**src/rtl/mt_maint_reg.sv**
```systemverilog
// MT maintenance register: holds the MM/MOP fields, generates the BPI clock
// from a programmable divider, and produces maintenance-clock single steps.
module mt_maint_reg #(
    parameter int          MDFW   = 9,
    parameter int          DIVW   = 11,
    parameter int          DIVRST = 1050,
    parameter int          MCSTR  = 4,
    parameter int          CNTW   = 8,
    parameter logic [3:0]  FRZOP  = 4'hF
) (
    input  logic              clk,
    input  logic              rst,
    input  logic [35:0]       mtDATAI,
    input  logic              mtmrWRITE,
    input  logic [MDFW-1:0]   mtMDF,
    input  logic              divLOAD,
    input  logic [DIVW-1:0]   divVAL,
    output logic [MDFW+6:0]   mtMR,
    output logic              mtBPICLK,
    output logic              mtBPIEDGE,
    output logic              mtMCPULSE,
    output logic [CNTW-1:0]   mtMCCNT
);

    localparam logic [DIVW-1:0] DIV_INIT = DIVW'(DIVRST);
    localparam logic [3:0]      STR_INIT = 4'(MCSTR);

    logic            mm_reg;
    logic [3:0]      mop_reg;
    logic            mc_pulse_reg;
    logic [3:0]      stretch_reg;
    logic [CNTW-1:0] mc_cnt_reg;
    logic [DIVW-1:0] div_reg;
    logic [DIVW-1:0] count_reg;
    logic            bpiclk_reg;
    logic            bpi_edge_reg;

    logic            mm_next;
    logic [3:0]      mop_next;
    logic            step;
    logic            frozen;
    logic            frozen_next;
    logic            auto_toggle;
    logic            toggle;
    logic            unused_data;

    assign mm_next     = mtmrWRITE ? mtDATAI[0]   : mm_reg;
    assign mop_next    = mtmrWRITE ? mtDATAI[4:1] : mop_reg;
    assign step        = mtmrWRITE & mtDATAI[5] & mtDATAI[0];
    assign frozen      = mm_reg & (mop_reg == FRZOP);
    assign frozen_next = mm_next & (mop_next == FRZOP);

    // A step toggles BPICLK in the same cycle its pulse is visible, so it is
    // judged against the freeze state that the same write establishes.
    assign auto_toggle = ~frozen & (count_reg == '0);
    assign toggle      = ~divLOAD & (auto_toggle | (step & frozen_next));

    assign unused_data = ^mtDATAI[35:6];

    always_ff @(posedge clk) begin
        if (rst) begin
            mm_reg       <= 1'b0;
            mop_reg      <= 4'h0;
            mc_pulse_reg <= 1'b0;
            stretch_reg  <= 4'h0;
            mc_cnt_reg   <= '0;
            div_reg      <= DIV_INIT;
            count_reg    <= DIV_INIT;
            bpiclk_reg   <= 1'b0;
            bpi_edge_reg <= 1'b0;
        end else begin
            mm_reg       <= mm_next;
            mop_reg      <= mop_next;
            mc_pulse_reg <= step;

            if (step)
                stretch_reg <= STR_INIT;
            else if (stretch_reg != 4'h0)
                stretch_reg <= stretch_reg - 4'h1;

            if (step)
                mc_cnt_reg <= mc_cnt_reg + 1'b1;
            else if (mtmrWRITE && !mtDATAI[0])
                mc_cnt_reg <= '0;

            // A load always wins over the reload/decrement path.
            if (divLOAD) begin
                div_reg   <= divVAL;
                count_reg <= divVAL;
            end else if (!frozen) begin
                if (count_reg == '0)
                    count_reg <= div_reg;
                else
                    count_reg <= count_reg - 1'b1;
            end

            bpi_edge_reg <= toggle;
            bpiclk_reg   <= bpiclk_reg ^ toggle;
        end
    end

    assign mtMR      = {mtMDF, bpiclk_reg, (stretch_reg != 4'h0), mop_reg, mm_reg};
    assign mtBPICLK  = bpiclk_reg;
    assign mtBPIEDGE = bpi_edge_reg;
    assign mtMCPULSE = mc_pulse_reg;
    assign mtMCCNT   = mc_cnt_reg;

endmodule

```
**config.mk**
```make
export PLATFORM = sky130hd
export DESIGN_NAME = mt_maint_reg
export DESIGN_NICKNAME = d
export VERILOG_FILES = /design/src/rtl/mt_maint_reg.sv
export SDC_FILE = /design/constraint.sdc
export NUM_CORES = 1
export LEC_CHECK = 0
export ABC_AREA = 1
export BUFFER_PORTS_ARGS = -buffer_cell sky130_fd_sc_hd__buf_2
export CORE_MARGIN = 10
export CORE_UTILIZATION = 35
export CTS_BUF_LIST = sky130_fd_sc_hd__clkbuf_8
export DETAILED_ROUTE_END_ITERATION = 8
export SYNTH_ARGS = -nofsm -noshare
export SYNTH_HDL_FRONTEND = slang
export SYNTH_SLANG_ARGS = --single-unit
export TNS_END_PERCENT = 100
```
**constraint.sdc**
```tcl
create_clock -name clk -period 2.4 [get_ports clk]
set_input_delay 0.36 -clock clk [delete_from_list [all_inputs] [get_ports clk]]
set_output_delay 0.36 -clock clk [all_outputs]
set_load 0.005 [all_outputs]
```
==> summary.txt <==
STA
  • Max Clock Freq: 622 MHz
  • RSZ-0062 raised after global routing: false
  • Worst Tran Pin Value: 656 ps
  • Final Hold Violating Endpoints: 0
  • Clk_skew: 10.2 ps
  • Final min period: 1610 ps
  • Final setup vio count: 0
  • Final worst path period share: 0.670
  • Fin. max-slew vios: 0
  • Setup TNS: 0 ps
  • Slew HR: 0.562
  • Worst-case hold slack: 285 ps

Synth
  • Ys Warns: 0
  • XOR/XNOR share of the synthesized area: 0.00386
  • Leading post-synthesis cells by cell area: dfxtp_1 37%, nand2_1 17%, a21oi_1 6.6%
  • Post-synth top area cell: dfxtp_1
  • Largest family of logic cells by synthesized area: simple AND/OR/NAND/NOR gates
  • Synth Area in Simple Gates: 0.340
  • Synthesized area: 2270 um2
  • Top-area cell type share of the netlist area: 0.370
  • Syn_area_per_cell: 6.82 um2
  • Post-Syn Instances: 333
  • Distinct cells, synth: 33
  • Sequential fraction of the synthesis area: 0.370
  • Mux contribution to synthesized area: 0
  • Post-Synth Adder-Cell Area: 0.0220
  • Compound-Gate Fraction of Synth Area: 0.133
  • Synth Register Bits: 42
  • Post-Syn Nets: 397

Clocking
  • CTS Root Cell: clkbuf_8
  • Hold bufs inserted after CTS: 0
  • Cts bufs inserted: 5
  • # H-tree levels: 2
  • CTS max path bufs: 2
  • Post-CTS setup buffer count: 0
  • CTS tree: yes
  • Post-CTS resize count: 0
  • Clock Sinks: 42
  • Worst-Skew Late Latency: 290 ps
  • Clk pin slew, worst setup/hold paths: 90 ps

Setup path
  • Crit. End Element: flop
  • CP peak stage delay: 320 ps
  • CP Max Fanout: 13
  • Cell family with most CP delay: simple AND/OR/NAND/NOR gates
  • Crit-path slowest cell: dfxtp_1
  • Critical path cell sequence: inv_1 -> ha_1 -> nor3b_4 -> nand2_4 -> nand2_2 -> nand2_1 -> a21oi_1 -> nor2_1
  • Worst Path Buf+Inv: 1
  • CP Data Arrival Time: 1790 ps
  • Req. time, crit path: 2580 ps
  • Worst setup SP type: flop
  • Setup Crit Path Kind: reg -> reg

Power and ir drop
  • Pwr/cell area: 629 nW/um2
  • Peak supply drop: 466 uV
  • Lkg Pwr: 1.27 nW

GRT
  • Largest net degree at the start of global routing: 21
  • Initial antenna violation count: 0
  • Overflow after GRT: 0
  • Number of global-route vias before repair: 2020
  • GR Util All Layers: 0.104
  • First-pass GRT wire length: 8760 um

Floorplanning
  • IO Pins: 87
  • Standard-cell rows: 29
  • Core area: 6310 um2
  • Die area: 10100 um2
  • Initial Utilization: 0.360
  • DIE HEIGHT: 101 um
  • Chip width: 101 um

Place
  • Post-DP HPWL: 3750 um
  • Port bufs: 38
  • RD Place Congestion: 0.793

Finish
  • Area growth syn-to-layout: 10.9%
  • Layout Nets: 423
  • Diodes inserted: 0
  • Share of layout cells above drive strength 1: 0.194
  • Final core occ: 0.399

Drt
  • DR WL/cell: 11.8 um
  • Max Used Layer: met4
  • Antenna viol nets, final: 0
  • WL met3: 191 um
  • Metal-1 WL: 2430 um
  • DR vias/cell: 4.72
  • DRC: 0
  • Initial DRC Count: 60
  • Via count: 2061
  • Met2 wire len: 2460 um
  • Pre-Repair DR Iteration Count: 4
  • Final WL: 5170 um

Min path
  • Worst hold path class: in -> reg

Flow run
  • Max Cap Viol: 0

Status
  • Status: finished, final reports clean
-- worst min-delay path, cell delays in order --
cell and delay, ps:
buf_2 70, a21oi_1 70, nand2_1 50
-- cell families after synthesis --
group,count (synthesis)
adder cells (fa/ha/maj),4
AO/OA/AOI/OAI,56
AND/OR/NAND/NOR,168
flip-flops,42
buffers and inverters,62
XOR/XNOR,1
-- where the power goes --
group,internal (mW),switching (mW),leakage [nW]
clock network,0.231,0.247,0.0472
logic,0.126,0.195,0.878
registers,0.753,0.0326,0.346
total,1.11,0.474,1.27
-- cell usage after synthesis, drive strengths merged --
master	instances
nor3	4
o21bai	1
ha	4
buf	17
a211oi	1
a21oi	31
a32o	1
nor2	30
nand2	107
nand4	1
nand3	24
inv	43
o211ai	3
nor3b	1
dfxtp	42
o21ai	19
clkbuf	2
xor2	1
or2	1
-- routing by layer --
metal,global-route usage,up-vias
li1,-,1088
met1,0.118,933
met3,0.0261,6
met2,0.183,34
met4,0.0391,0
met5,0,-
-- metrics by stage --
| step | power (mW) | setup slack, ps | std cells | cell area, um2 |
|---|---|---|---|---|
| floorplan | 1.05 | 1120 | 333 | 2270 |
| global route | 1.69 | 636 | 437 | 2520 |
| finish | 1.58 | 791 | 437 | 2520 |
| global placement | 1.12 | 545 | 429 | 2420 |
| detailed placement | 1.13 | 536 | 429 | 2420 |
| CTS | 1.61 | 783 | 437 | 2520 |
-- layout by cell type, fill, tap and decap left out, types with 2 or more instances in the layout --
| cell | count |
|---|---|
| o21ai_1 | 4 |
| dfxtp_1 | 42 |
| clkbuf_8 | 6 |
| nand3_1 | 18 |
| inv_1 | 40 |
| nand2_2 | 5 |
| nor3_1 | 3 |
| nor2_1 | 25 |
| buf_2 | 38 |
| o211ai_1 | 3 |
| nand3_2 | 6 |
| nand2_1 | 101 |
| o21ai_0 | 15 |
| ha_1 | 4 |
| nor2_2 | 3 |
| inv_2 | 2 |
| a21oi_1 | 30 |
-- final timing paths --
path | from | cells past startpoint | to | slack, ps
max | count_reg[0] | 8 | count_reg[5] | 790
min | divVAL[10] | 3 | div_reg[10] | 280
max reg2reg | count_reg[0] | 8 | count_reg[5] | 790
min reg2reg | div_reg[1] | 2 | div_reg[1] | 460
-- area by class of cell --
cell class	count	area, um2
Fill cell	692	3790
Multi-Input combinational cell	229	1130
Sequential cell	42	841
Timing Repair Buffer	38	190
Inverter	43	164
Tap cell	77	96.3
Clock buffer	6	82.6
Clock inverter	2	12.5
(Power assumes the default switching activity.)
